`src/rtl/dmem_arb_pkg.sv`:
```
// Shared types and defaults for the data-RAM port arbiter.
// Imported by the arbiter top and its sub-modules.
package dmem_arb_pkg;

  typedef enum logic [1:0] {
    IDLE,
    ACCESS,
    DONE
  } state_t;

  typedef enum logic {
    OWN_CPU,
    OWN_DSP
  } owner_t;

  localparam int unsigned RAM_BASE_DEF = 31000;
  localparam int unsigned SIZE_RAM_DEF = 30030;

endpackage

```
`src/rtl/dmem_port_arbiter_if.sv`:
```
// Bus bundle between CPU, DSP reader, arbiter and RAM.
// slave = arbiter view, master = environment view.
interface dmem_port_arbiter_if #(
  parameter int S = 32,
  parameter int V = 192
);

  logic         cpu_req;
  logic         cpu_we;
  logic         cpu_vec;
  logic [S-1:0] cpu_addr;
  logic [V-1:0] cpu_wd;
  logic         cpu_ack;
  logic [V-1:0] cpu_rd;
  logic         cpu_err;

  logic         dsp_req;
  logic [S-1:0] dsp_addr;
  logic         dsp_ack;
  logic [V-1:0] dsp_rd;
  logic         dsp_err;

  logic         mem_we;
  logic         mem_vec;
  logic [S-1:0] mem_addr;
  logic [V-1:0] mem_wd;
  logic [V-1:0] mem_rd;

  modport slave (
    input  cpu_req, cpu_we, cpu_vec,
    input  cpu_addr, cpu_wd,
    output cpu_ack, cpu_rd, cpu_err,
    input  dsp_req, dsp_addr,
    output dsp_ack, dsp_rd, dsp_err,
    output mem_we, mem_vec,
    output mem_addr, mem_wd,
    input  mem_rd
  );

  modport master (
    output cpu_req, cpu_we, cpu_vec,
    output cpu_addr, cpu_wd,
    input  cpu_ack, cpu_rd, cpu_err,
    output dsp_req, dsp_addr,
    input  dsp_ack, dsp_rd, dsp_err,
    input  mem_we, mem_vec,
    input  mem_addr, mem_wd,
    output mem_rd
  );

endinterface

```
`src/rtl/starve_counter.sv`:
```
// Saturating wait counter; sat flags that DSP has waited
// long enough to override CPU priority.
module starve_counter #(
  parameter int MAX = 8
) (
  input  logic clk,
  input  logic rst,
  input  logic i_inc,
  input  logic i_clr,
  output logic o_sat
);

  localparam int W = $clog2(MAX + 1);

  logic [W-1:0] r_cnt;

  assign o_sat = (r_cnt == W'(MAX));

  always_ff @(posedge clk or negedge rst) begin
    if (!rst) begin
      r_cnt <= '0;
    end else if (i_clr) begin
      r_cnt <= '0;
    end else if (i_inc && !o_sat) begin
      r_cnt <= r_cnt + 1'b1;
    end
  end

endmodule

```
`src/rtl/dmem_port_arbiter.sv`:
```
// Shares the data-RAM port between CPU and a read-only DSP
// stream: CPU priority with a starvation override for DSP.
module dmem_port_arbiter
  import dmem_arb_pkg::*;
#(
  parameter int          S        = 32,
  parameter int          V        = 192,
  parameter int unsigned RAM_BASE = RAM_BASE_DEF,
  parameter int unsigned SIZE_RAM = SIZE_RAM_DEF,
  parameter int          MAX_WAIT = 8
) (
  input logic               clk,
  input logic               rst,
  dmem_port_arbiter_if.slave bus
);

  localparam logic [S-1:0] LO = S'(RAM_BASE);
  localparam logic [S-1:0] HI = S'(RAM_BASE + SIZE_RAM);

  state_t r_state, w_state_n;
  owner_t r_owner, w_owner_n;

  logic         r_we, w_we_n;
  logic         r_oor, w_oor_n;
  logic         r_mem_we, w_mem_we_n;
  logic         r_mem_vec, w_mem_vec_n;
  logic [S-1:0] r_mem_addr, w_mem_addr_n;
  logic [V-1:0] r_mem_wd, w_mem_wd_n;
  logic         r_cpu_ack, w_cpu_ack_n;
  logic         r_cpu_err, w_cpu_err_n;
  logic [V-1:0] r_cpu_rd, w_cpu_rd_n;
  logic         r_dsp_ack, w_dsp_ack_n;
  logic         r_dsp_err, w_dsp_err_n;
  logic [V-1:0] r_dsp_rd, w_dsp_rd_n;

  logic         w_any;
  logic         w_sat;
  logic         w_pick_dsp;
  logic         w_dsp_grant;
  logic         w_dsp_busy;
  logic         w_inc;
  logic         w_clr;
  logic [S-1:0] w_addr;
  logic         w_inr;
  logic [V-1:0] w_rd_cap;

  assign w_any       = bus.cpu_req | bus.dsp_req;
  assign w_pick_dsp  = bus.dsp_req & (w_sat | ~bus.cpu_req);
  assign w_dsp_grant = (r_state == IDLE) & w_pick_dsp;
  assign w_dsp_busy  = (r_state != IDLE) & (r_owner == OWN_DSP);
  assign w_inc       = bus.dsp_req & ~w_dsp_busy & ~w_dsp_grant;
  assign w_clr       = ~bus.dsp_req | w_dsp_grant;

  assign w_addr = w_pick_dsp ? bus.dsp_addr : bus.cpu_addr;
  assign w_inr  = (w_addr >= LO) && (w_addr < HI);

  // Writes and out-of-range accesses return zero read data
  assign w_rd_cap = (r_oor | r_we) ? '0 : bus.mem_rd;

  starve_counter #(
    .MAX (MAX_WAIT)
  ) u_starve (
    .clk   (clk),
    .rst   (rst),
    .i_inc (w_inc),
    .i_clr (w_clr),
    .o_sat (w_sat)
  );

  always_ff @(posedge clk or negedge rst) begin
    if (!rst) begin
      r_state <= IDLE;
    end else begin
      r_state <= w_state_n;
    end
  end

  always_comb begin
    w_state_n = r_state;
    unique case (r_state)
      IDLE:    if (w_any) w_state_n = ACCESS;
      ACCESS:  w_state_n = DONE;
      DONE:    w_state_n = IDLE;
      default: w_state_n = IDLE;
    endcase
  end

  always_comb begin
    w_owner_n    = r_owner;
    w_we_n       = r_we;
    w_oor_n      = r_oor;
    w_mem_we_n   = 1'b0;
    w_mem_vec_n  = r_mem_vec;
    w_mem_addr_n = r_mem_addr;
    w_mem_wd_n   = r_mem_wd;
    w_cpu_ack_n  = 1'b0;
    w_cpu_err_n  = 1'b0;
    w_cpu_rd_n   = r_cpu_rd;
    w_dsp_ack_n  = 1'b0;
    w_dsp_err_n  = 1'b0;
    w_dsp_rd_n   = r_dsp_rd;
    unique case (r_state)
      IDLE: begin
        if (w_any) begin
          w_owner_n    = w_pick_dsp ? OWN_DSP : OWN_CPU;
          w_we_n       = ~w_pick_dsp & bus.cpu_we;
          w_oor_n      = ~w_inr;
          w_mem_we_n   = w_we_n & w_inr;
          w_mem_vec_n  = w_pick_dsp | bus.cpu_vec;
          w_mem_addr_n = w_addr - LO;
          w_mem_wd_n   = w_pick_dsp ? '0 : bus.cpu_wd;
        end
      end
      ACCESS: begin
        if (r_owner == OWN_DSP) begin
          w_dsp_ack_n = 1'b1;
          w_dsp_err_n = r_oor;
          w_dsp_rd_n  = w_rd_cap;
        end else begin
          w_cpu_ack_n = 1'b1;
          w_cpu_err_n = r_oor;
          w_cpu_rd_n  = w_rd_cap;
        end
      end
      default: ;
    endcase
  end

  always_ff @(posedge clk or negedge rst) begin
    if (!rst) begin
      r_owner    <= OWN_CPU;
      r_we       <= 1'b0;
      r_oor      <= 1'b0;
      r_mem_we   <= 1'b0;
      r_mem_vec  <= 1'b0;
      r_mem_addr <= '0;
      r_mem_wd   <= '0;
      r_cpu_ack  <= 1'b0;
      r_cpu_err  <= 1'b0;
      r_cpu_rd   <= '0;
      r_dsp_ack  <= 1'b0;
      r_dsp_err  <= 1'b0;
      r_dsp_rd   <= '0;
    end else begin
      r_owner    <= w_owner_n;
      r_we       <= w_we_n;
      r_oor      <= w_oor_n;
      r_mem_we   <= w_mem_we_n;
      r_mem_vec  <= w_mem_vec_n;
      r_mem_addr <= w_mem_addr_n;
      r_mem_wd   <= w_mem_wd_n;
      r_cpu_ack  <= w_cpu_ack_n;
      r_cpu_err  <= w_cpu_err_n;
      r_cpu_rd   <= w_cpu_rd_n;
      r_dsp_ack  <= w_dsp_ack_n;
      r_dsp_err  <= w_dsp_err_n;
      r_dsp_rd   <= w_dsp_rd_n;
    end
  end

  assign bus.mem_we   = r_mem_we;
  assign bus.mem_vec  = r_mem_vec;
  assign bus.mem_addr = r_mem_addr;
  assign bus.mem_wd   = r_mem_wd;
  assign bus.cpu_ack  = r_cpu_ack;
  assign bus.cpu_err  = r_cpu_err;
  assign bus.cpu_rd   = r_cpu_rd;
  assign bus.dsp_ack  = r_dsp_ack;
  assign bus.dsp_err  = r_dsp_err;
  assign bus.dsp_rd   = r_dsp_rd;

endmodule
```
`src/flat_wrapper.sv`:
```
// flat-port wrapper written by rule: the top's interface ports become plain ports
module dmem_port_arbiter_flat import dmem_arb_pkg::*;
#(
  parameter int          S        = 32,
  parameter int          V        = 192,
  parameter int unsigned RAM_BASE = RAM_BASE_DEF,
  parameter int unsigned SIZE_RAM = SIZE_RAM_DEF,
  parameter int          MAX_WAIT = 8
)
  (clk, rst, bus_cpu_req, bus_cpu_we, bus_cpu_vec, bus_cpu_addr, bus_cpu_wd, bus_cpu_ack, bus_cpu_rd, bus_cpu_err, bus_dsp_req, bus_dsp_addr, bus_dsp_ack, bus_dsp_rd, bus_dsp_err, bus_mem_we, bus_mem_vec, bus_mem_addr, bus_mem_wd, bus_mem_rd);
  dmem_port_arbiter_if #(.S(S), .V(V)) bus_i ();
  input logic clk;
  input logic rst;
  input wire logic [$bits(bus_i.cpu_req)-1:0] bus_cpu_req;
  input wire logic [$bits(bus_i.cpu_we)-1:0] bus_cpu_we;
  input wire logic [$bits(bus_i.cpu_vec)-1:0] bus_cpu_vec;
  input wire logic [$bits(bus_i.cpu_addr)-1:0] bus_cpu_addr;
  input wire logic [$bits(bus_i.cpu_wd)-1:0] bus_cpu_wd;
  output wire logic [$bits(bus_i.cpu_ack)-1:0] bus_cpu_ack;
  output wire logic [$bits(bus_i.cpu_rd)-1:0] bus_cpu_rd;
  output wire logic [$bits(bus_i.cpu_err)-1:0] bus_cpu_err;
  input wire logic [$bits(bus_i.dsp_req)-1:0] bus_dsp_req;
  input wire logic [$bits(bus_i.dsp_addr)-1:0] bus_dsp_addr;
  output wire logic [$bits(bus_i.dsp_ack)-1:0] bus_dsp_ack;
  output wire logic [$bits(bus_i.dsp_rd)-1:0] bus_dsp_rd;
  output wire logic [$bits(bus_i.dsp_err)-1:0] bus_dsp_err;
  output wire logic [$bits(bus_i.mem_we)-1:0] bus_mem_we;
  output wire logic [$bits(bus_i.mem_vec)-1:0] bus_mem_vec;
  output wire logic [$bits(bus_i.mem_addr)-1:0] bus_mem_addr;
  output wire logic [$bits(bus_i.mem_wd)-1:0] bus_mem_wd;
  input wire logic [$bits(bus_i.mem_rd)-1:0] bus_mem_rd;
  assign bus_i.cpu_req = bus_cpu_req;
  assign bus_i.cpu_we = bus_cpu_we;
  assign bus_i.cpu_vec = bus_cpu_vec;
  assign bus_i.cpu_addr = bus_cpu_addr;
  assign bus_i.cpu_wd = bus_cpu_wd;
  assign bus_cpu_ack = bus_i.cpu_ack;
  assign bus_cpu_rd = bus_i.cpu_rd;
  assign bus_cpu_err = bus_i.cpu_err;
  assign bus_i.dsp_req = bus_dsp_req;
  assign bus_i.dsp_addr = bus_dsp_addr;
  assign bus_dsp_ack = bus_i.dsp_ack;
  assign bus_dsp_rd = bus_i.dsp_rd;
  assign bus_dsp_err = bus_i.dsp_err;
  assign bus_mem_we = bus_i.mem_we;
  assign bus_mem_vec = bus_i.mem_vec;
  assign bus_mem_addr = bus_i.mem_addr;
  assign bus_mem_wd = bus_i.mem_wd;
  assign bus_i.mem_rd = bus_mem_rd;
  dmem_port_arbiter #(.S(S), .V(V), .RAM_BASE(RAM_BASE), .SIZE_RAM(SIZE_RAM), .MAX_WAIT(MAX_WAIT)) u_core (.clk(clk), .rst(rst), .bus(bus_i));
endmodule
```
`config.mk`:
```
export PLATFORM = sky130hd
export DESIGN_NAME = dmem_port_arbiter_flat
export DESIGN_NICKNAME = d
export VERILOG_FILES = /design/src/rtl/dmem_arb_pkg.sv /design/src/rtl/dmem_port_arbiter_if.sv /design/src/rtl/starve_counter.sv /design/src/rtl/dmem_port_arbiter.sv /design/src/flat_wrapper.sv
export SDC_FILE = /design/constraint.sdc
export NUM_CORES = 1
export LEC_CHECK = 0
export BUFFER_PORTS_ARGS = -buffer_cell sky130_fd_sc_hd__buf_2
export CORE_AREA = 3 3 415 417
export CTS_BUF_LIST = sky130_fd_sc_hd__clkbuf_4
export DETAILED_ROUTE_END_ITERATION = 10
export DIE_AREA = 0 0 418 420
export HOLD_SLACK_MARGIN = 0.06
export SLEW_MARGIN = 15
export SYNTH_ARGS = -nofsm -noshare
export SYNTH_HDL_FRONTEND = slang
export SYNTH_SLANG_ARGS = --single-unit
```
`constraint.sdc`:
```
create_clock -name clk -period 3.6 [get_ports clk]
set_input_delay 0.36 -clock clk [delete_from_list [all_inputs] [get_ports clk]]
set_output_delay 0.36 -clock clk [all_outputs]
set_load 0.02 [all_outputs]
```
# --- After elaboration in Yosys (flattened, before gate mapping) ---
# Cells that the tools add are included.
word_totals:
  regBits: 623
  input_bits: 454
  output_inout_bits: 614
  word_cells: 68
classes:
  n_addsub: 2
  n_lt_le_gt_ge: 2
  n_eq_ne: 3
  mux: 18
  bitwise_logic: 19
  reduce_logical: 9
ops:
  columns: ["cell", "count"]
  rows:
  - ["$mux W192", 2]
  - ["$ge A32 B15 Y1 const B", 1]
  - ["$lt A32 B16 Y1 const B", 1]
  - ["$mux W32", 1]
  - ["$sub A32 B15 Y32 const B", 1]
  - ["$mux W1", 11]
  - ["$mux W4", 2]
  - ["$and A1 B1 Y1", 7]
  - ["$not A1 Y1", 7]
  - ["$reduce_and A2 Y1", 3]
  - ["$or A1 B1 Y1", 5]
  - ["$add A4 B1 Y4 const B", 1]
  - ["$eq A4 B4 Y1 const B", 1]
  - ["$pmux W2 S2", 1]
  - ["$reduce_bool A2 Y1", 2]
  - ["$eq A2 B1 Y1 const B", 1]
  - ["$logic_and A1 B1 Y1", 2]
  - ["$logic_not A2 Y1", 1]
  - ["$mux W2", 1]
  - ["$ne A2 B1 Y1 const B", 1]
  - ["$logic_not A1 Y1", 1]

# --- Longest topological paths before layout ---
depth:
  depth_word: 9
  ltp_mapped: 11
  depth_no_buf: 8

# --- Hierarchy ---
# From an unflattened synthesis, not the netlist that was laid out.
hier_totals:
  cells_unflattened: 2253
  hier_area_um2: 24113.1
modules_own_cells:
  columns: ["module", "n_inst", "cells_per_inst", "area_per_inst_um2", "seq_area_each_um2"]
  rows:
  - ["dmem_port_arbiter", 1, 2229, 23880.4, 15489.9]
  - ["starve_counter", 1, 24, 232.7, 100.1]

# --- Least setup slack after synthesis ---
# OpenSTA, ideal clock, no wires.
synth_timing:
  kind: "register to register"
  start: "register u_core.u_starve.r_cnt[0]"
  end: "register u_core.r_mem_addr[23] (netlist: u_core.bus.mem_addr[23])"
  setup_time_ns: 0.121
  arrival_time_ns: 2.179
  t_required_ns: 3.479
  setup_slack_ns: 1.300
  stages_incl_launch_ff: 10
  n_path_buf: 1
  period_less_slack_ns: 2.300
  path_cell_list: "dfrtp_1 inv_1 ha_1 and3b_1 o21ai_2 buf_2 mux2_2 o21ai_0 o21ai_0 o22a_1"
synth_between:
  elab_chain_len: 5
synth_lines:
  columns: ["element", "line_no", "rtl"]
  rows:
  - ["start: declaration", "starve_counter.sv:15", "logic [W-1:0] r_cnt;"]
  - ["start signal: assignment", "starve_counter.sv:25", "r_cnt <= r_cnt + 1'b1;"]
  - ["$eq A4 B4 Y1", "starve_counter.sv:17", "assign o_sat = (r_cnt == W'(MAX));"]
  - ["$or A1 B1 Y1", "dmem_port_arbiter.sv:48", "assign w_pick_dsp = bus.dsp_req & (w_sat | ~bus.cpu_req);"]
  - ["$and A1 B1 Y1", "dmem_port_arbiter.sv:48", null]
  - ["$mux W32", "dmem_port_arbiter.sv:54", "assign w_addr = w_pick_dsp ? bus.dsp_addr : bus.cpu_addr;"]
  - ["$sub A32 B15 Y32", "dmem_port_arbiter.sv:110", "w_mem_addr_n = w_addr - LO;"]
  - ["end signal: assignment", "dmem_port_arbiter.sv:150", "r_mem_addr <= w_mem_addr_n;"]
  - ["end: declaration", "dmem_port_arbiter.sv:27", "logic [S-1:0] r_mem_addr, w_mem_addr_n;"]
# Every way passes these cells.
# A chain may end at the register's enable or synchronous reset.

# --- Final worst setup path ---
layout_timing:
  start: "register u_core.u_starve.r_cnt[0]"
  end: "register u_core.r_mem_addr[16] (netlist: u_core.bus.mem_addr[16])"
# Same word-level chain as after synthesis.

==> report_table.html <==
<table>
<tr><th>Metric</th><th>Value</th></tr>
<tr><th colspan="2">Floorplan</th></tr>
<tr><td>Die area</td><td>0.176 mm^2</td></tr>
<tr><td>Height of the die</td><td>between 400 and 500 um</td></tr>
<tr><td>Chip width</td><td>about 420 um</td></tr>
<tr><td>Core box area</td><td>about 0.17 mm^2</td></tr>
<tr><td># IOs</td><td>between 1000 and 1500</td></tr>
<tr><td>Initial standard-cell utilization of the core</td><td>between 10 and 15%</td></tr>
<tr><td>Number of cell rows</td><td>~150</td></tr>
<tr><th colspan="2">Synth</th></tr>
<tr><td>Total of flip-flops plus latches after synthesis</td><td>623</td></tr>
<tr><td>Synthesized instance count</td><td>roughly 2700</td></tr>
<tr><td>Post-synthesis share of cell area spent on full adders, half adders and majority gates</td><td>less than 1%</td></tr>
<tr><td>Most used DFF post-synth</td><td>sky130_fd_sc_hd__dfrtp_1</td></tr>
<tr><td>Sequential area share after synthesis</td><td>a little over three fifths</td></tr>
<tr><td>Mean Syn Cell Area</td><td>between 9 and 10 um^2</td></tr>
<tr><td>Share of synthesized cell area in and, or, nand and nor gates</td><td>between 20 and 25%</td></tr>
<tr><td>Fraction of registers with async set or reset after synthesis</td><td>100%</td></tr>
<tr><td>Multiplexer share of the synthesized area</td><td>less than 1%</td></tr>
<tr><td>Number of enable-type register cells in the synthesized netlist</td><td>0</td></tr>
<tr><td>Total standard cell area after synthesis</td><td>between 0.02 and 0.025 mm^2</td></tr>
<tr><td>XOR/XNOR Fraction of Synth Area</td><td>less than 1%</td></tr>
<tr><td>Post-synthesis cell type count</td><td>58</td></tr>
<tr><td>Net count after synthesis</td><td>roughly 3100</td></tr>
<tr><td>Main combinational cell family by area after synthesis</td><td>simple AND/OR/NAND/NOR gates</td></tr>
<tr><td>Synthesis warning total</td><td>0</td></tr>
<tr><td>Synth Area in Compound Gates</td><td>around a tenth</td></tr>
<tr><th colspan="2">Clock tree</th></tr>
<tr><td>Clock latency on the worst-skew pair</td><td>approximately 1.2 ns</td></tr>
<tr><td>Total clock buffers created by CTS</td><td>roughly 180</td></tr>
<tr><td>CTS clock-pin slew for the worst setup and hold paths</td><td>roughly 0.06 ns</td></tr>
<tr><td>TritonCTS clock tree</td><td>yes</td></tr>
<tr><td>Root buffer selected by CTS</td><td>sky130_fd_sc_hd__clkbuf_4</td></tr>
<tr><td>Buffer levels on the longest clock path</td><td>3</td></tr>
<tr><td>Clk sink count</td><td>between 600 and 700</td></tr>
<tr><td>Level count of the clock H-tree</td><td>4</td></tr>
<tr><th colspan="2">Pwr</th></tr>
<tr><td>Power density over the cells</td><td>about 630 mW/mm^2</td></tr>
<tr><td>Int Pwr</td><td>between 15 and 20 mW</td></tr>
<tr><td>Clock share of power</td><td>22.8%</td></tr>
<tr><td>Static power due to leakage</td><td>about 23 nW</td></tr>
<tr><td>Reg power frac</td><td>between 30% and 40%</td></tr>
<tr><td>Peak supply drop</td><td>0.468 mV</td></tr>
<tr><td>Part of the power in combinational logic</td><td>a little over two fifths</td></tr>
<tr><td>Switching pwr</td><td>between 10 and 15 mW</td></tr>
<tr><td>Total power draw</td><td>~30 mW</td></tr>
<tr><td>Switching Fraction</td><td>between 40% and 50%</td></tr>
<tr><th colspan="2">Timing</th></tr>
<tr><td>Final-report max-slew violation count</td><td>0</td></tr>
<tr><td>Worst Hold Margin</td><td>between 0.2 and 0.25 ns</td></tr>
<tr><td>Fmax</td><td>approximately 290 MHz</td></tr>
<tr><td>Setup ws final</td><td>0.103 ns</td></tr>
<tr><td>Worst clock skew on the final layout</td><td>approximately 0.11 ns</td></tr>
<tr><td>Period utilisation layout</td><td>a little over nine tenths</td></tr>
<tr><td>Unrepaired setup endpoints after global routing</td><td>yes</td></tr>
<tr><td>Setup Viol. Count Final</td><td>0</td></tr>
<tr><td>Hold Fails Final Rpt</td><td>0</td></tr>
<tr><td>Headroom to the max-slew limit</td><td>38.9%</td></tr>
<tr><td>Slew of the pin with the lowest slew margin</td><td>between 0.9 and 1 ns</td></tr>
<tr><td>Final critical-path required period</td><td>about 3.5 ns</td></tr>
<tr><th colspan="2">Worst setup path</th></tr>
<tr><td>Endpoint arrival time on the critical path</td><td>roughly 4.6 ns</td></tr>
<tr><td>Worst EP required</td><td>roughly 4.7 ns</td></tr>
<tr><td>Critical path class</td><td>flip-flop to flip-flop</td></tr>
<tr><td>Critical Path Start Type</td><td>flip-flop</td></tr>
<tr><td>Crit Path Max Fanout</td><td>7</td></tr>
<tr><td>Critical path endpoint category</td><td>flip-flop</td></tr>
<tr><th colspan="2">Placement</th></tr>
<tr><td>Final HPWL DP</td><td>about 90000 um</td></tr>
<tr><td>Final weighted congestion of routability-driven global placement</td><td>roughly 0.92</td></tr>
<tr><td>Port Buffer Count</td><td>around 1100</td></tr>
<tr><td>Worst Setup Slack post-DPL</td><td>0.798 ns</td></tr>
<tr><th colspan="2">Global route</th></tr>
<tr><td>Global-route wire length before repair</td><td>between 200000 and 250000 um</td></tr>
<tr><td>Overflow after GRT</td><td>0</td></tr>
<tr><td>Via count of the first global-routing pass</td><td>approximately 32000</td></tr>
<tr><td>Tot GR Track Use</td><td>~15%</td></tr>
<tr><td>Number of antenna violations at the first check in global routing</td><td>51</td></tr>
<tr><td>Maximum number of pins on one net before global-route repair</td><td>175</td></tr>
<tr><th colspan="2">Routing</th></tr>
<tr><td>Number of nets with antenna violations after detailed routing</td><td>0</td></tr>
<tr><td>Via count</td><td>between 30000 and 40000</td></tr>
<tr><td>Average wire length per cell after detail routing</td><td>approximately 19 um</td></tr>
<tr><td>Vias per cell</td><td>roughly 4.2</td></tr>
<tr><td>Wire length after detailed routing</td><td>143000 um</td></tr>
<tr><td>First-pass iteration count of the detailed router</td><td>6</td></tr>
<tr><td>Count of unresolved DRC violations after routing</td><td>0</td></tr>
<tr><td>DRT iter0 DRCs</td><td>2444</td></tr>
<tr><th colspan="2">Outcome</th></tr>
<tr><td>Result of the run</td><td>finished clean</td></tr>
<tr><th colspan="2">Finish</th></tr>
<tr><td>Share of cells above drive strength 1</td><td>around 28%</td></tr>
<tr><td>Layout area overhead</td><td>92.2%</td></tr>
<tr><td>Number of fillers in the final layout</td><td>17273</td></tr>
<tr><td>Layout net count</td><td>5457</td></tr>
<tr><th colspan="2">Worst hold path</th></tr>
<tr><td>Worst Hold Class</td><td>input port to flip-flop</td></tr>
<tr><th colspan="2">Run</th></tr>
<tr><td>Maximum capacitance violations</td><td>0</td></tr>
</table>
power groups by stage:
stage	clock (mW)	sequential, mW	combinational, mW
floorplan	0	12.3	3.26
global placement	0	10.1	9.76
detailed placement	0	10.1	9.87
CTS	7.03	10.1	12.5
global route	7.45	10.4	13.9
finish	6.86	10.2	13.0
worst max-delay path, stage by stage, from the launching register on:
cell                            delay (ns)
sky130_fd_sc_hd__dfrtp_1              0.40
sky130_fd_sc_hd__inv_1                0.06
sky130_fd_sc_hd__ha_1                 0.21
sky130_fd_sc_hd__and3b_1              0.23
sky130_fd_sc_hd__o21ai_4              0.31
sky130_fd_sc_hd__buf_4                0.18
sky130_fd_sc_hd__mux2i_2              0.42
sky130_fd_sc_hd__buf_4                0.23
sky130_fd_sc_hd__a21oi_1              0.08
sky130_fd_sc_hd__xnor2_1              0.12
sky130_fd_sc_hd__dlygate4sd3_1        0.54
sky130_fd_sc_hd__o21ai_0              0.16
sky130_fd_sc_hd__dlygate4sd3_1        0.58
per-stage QoR:
| step | area (um^2) | utilization (%) | TNS, ns | instances |
|---|---|---|---|---|
| final | 47400 | 28.0 | 0 | 7398 |
| after global routing | 47400 | 28.0 | -0.129 | 7394 |
| after CTS | 47200 | 27.9 | 0 | 7355 |
| after detailed placement | 32700 | 19.4 | 0 | 5819 |
| after global placement | 32700 | 19.4 | 0 | 5819 |
| after floorplan | 24700 | - | 0 | 2661 |
flip-flops by register name, summed over array words and instances (netlist names):
| register | count |
|---|---|
| u_core.bus.dsp_rd | 192 |
| u_core.bus.cpu_rd | 192 |
| u_core.bus.dsp_ack | 1 |
| u_core.bus.mem_wd | 192 |
| u_core.bus.dsp_err | 1 |
| u_core.u_starve.r_cnt | 4 |
| u_core.r_owner | 1 |
| u_core.bus.mem_we | 1 |
| u_core.bus.cpu_ack | 1 |
| u_core.bus.mem_vec | 1 |
| u_core.r_we | 1 |
| u_core.bus.cpu_err | 1 |
| u_core.bus.mem_addr | 32 |
| u_core.r_state | 2 |
| u_core.r_oor | 1 |
synth_stat cells, types with 2 or more instances:
master	n	share of area, %
sky130_fd_sc_hd__mux2i_1	11	0.45
sky130_fd_sc_hd__o21ai_1	2	0.041
sky130_fd_sc_hd__buf_2	14	0.28
sky130_fd_sc_hd__o221ai_1	2	0.071
sky130_fd_sc_hd__nor2_1	37	0.56
sky130_fd_sc_hd__nor3_1	8	0.16
sky130_fd_sc_hd__or3_1	9	0.23
sky130_fd_sc_hd__a22o_1	2	0.071
sky130_fd_sc_hd__nor4_1	6	0.15
sky130_fd_sc_hd__or4_1	5	0.15
sky130_fd_sc_hd__a31oi_1	8	0.20
sky130_fd_sc_hd__and3_1	3	0.076
sky130_fd_sc_hd__a2111o_1	2	0.091
sky130_fd_sc_hd__xnor2_1	11	0.39
sky130_fd_sc_hd__a21oi_1	24	0.49
sky130_fd_sc_hd__o311ai_0	2	0.071
sky130_fd_sc_hd__o21ai_0	410	8.3
sky130_fd_sc_hd__nand4b_1	2	0.071
sky130_fd_sc_hd__dfrtp_1	623	63
sky130_fd_sc_hd__nand4_1	7	0.18
sky130_fd_sc_hd__mux2_2	2	0.091
sky130_fd_sc_hd__nand2b_1	4	0.10
sky130_fd_sc_hd__inv_1	10	0.15
sky130_fd_sc_hd__or2_2	2	0.051
sky130_fd_sc_hd__buf_1	11	0.17
sky130_fd_sc_hd__xor2_1	12	0.43
sky130_fd_sc_hd__a32oi_1	2	0.071
sky130_fd_sc_hd__nand2_1	1029	16
sky130_fd_sc_hd__a311oi_1	3	0.11
sky130_fd_sc_hd__nor2b_1	3	0.076
sky130_fd_sc_hd__o31ai_1	4	0.12
sky130_fd_sc_hd__clkbuf_1	162	2.5
sky130_fd_sc_hd__a211o_1	3	0.11
sky130_fd_sc_hd__nand3_1	200	4.1
sky130_fd_sc_hd__ha_1	2	0.10
sky130_fd_sc_hd__o22a_1	2	0.071
layout by cell type, fill, tap and decap left out, drive strengths merged, types with 4 or more instances in the layout:
| cell | count |
|---|---|
| xor2 | 12 |
| o21ai | 413 |
| nor3 | 8 |
| nand2 | 1029 |
| or3 | 10 |
| and3 | 4 |
| nor2 | 37 |
| mux2i | 11 |
| nor4 | 6 |
| diode | 38 |
| or4 | 5 |
| xnor2 | 11 |
| nand2b | 4 |
| clkinv | 40 |
| dlygate4sd3 | 1214 |
| dfrtp | 623 |
| clkbuf | 271 |
| o31ai | 5 |
| nand3 | 200 |
| nand4 | 7 |
| inv | 16 |
| buf | 1132 |
| a31oi | 8 |
| a21oi | 25 |
metal layers:
| metal | up-vias | GRT usage, % | routed length (um) |
|---|---|---|---|
| li1 | 13581 | - | - |
| met1 | 14712 | 16.5 | 49900 |
| met2 | 2009 | 24.7 | 68300 |
| met3 | 702 | 5.51 | 13400 |
| met4 | 14 | 12.4 | 11200 |
| met5 | - | 0.278 | 149 |
cell families after synthesis:
logic type | count (synthesis)
AO/OA/AOI/OAI | 482
XOR/XNOR | 23
adder cells (fa/ha/maj) | 2
buffers and inverters | 197
flip-flops | 623
multiplexers | 14
AND/OR/NAND/NOR | 1320
cell type report:
cell class | count | area [um^2] | share of cell area (%)
clock buffers | 269 | 2020 | 4.26
diodes | 38 | 95.1 | 0.201
multi-input cells | 1841 | 8400 | 17.7
inverters | 10 | 45.0 | 0.0950
clock inverters | 50 | 254 | 0.536
repair buffers | 2349 | 18200 | 38.4
flip-flops and latches | 623 | 15600 | 32.9
well taps | 2218 | 2780 | 5.85
path summary, 6_finish.rpt:
path / from / endpoint / slack (ns) / cells after the start
hold / removal: bus_cpu_addr[9] / u_core.bus.mem_addr[17] / 0.25 / 6
setup reg to reg: u_core.u_starve.r_cnt[0] / u_core.bus.mem_addr[16] / 0.10 / 12
hold reg to reg: u_core.bus.mem_wd[81] / u_core.bus.mem_wd[81] / 0.47 / 2
min in group asynchronous: rst / u_core.bus.mem_addr[14] / 0.61 / 4
max in group asynchronous: rst / u_core.bus.mem_wd[162] / 2.45 / 4
setup / recovery: u_core.u_starve.r_cnt[0] / u_core.bus.mem_addr[16] / 0.10 / 12
what timing repair did:
| item | 4_1_cts | 5_1_grt |
|---|---|---|
| endpoints found under the hold margin | 1241 | 0 |
| hold buffers | 1217 | 0 |
| setup endpoints to repair | 0 | 53 |
| setup buffers | 0 | 4 |
| gates resized for setup | 0 | 12 |
(Power assumes the default switching activity.)
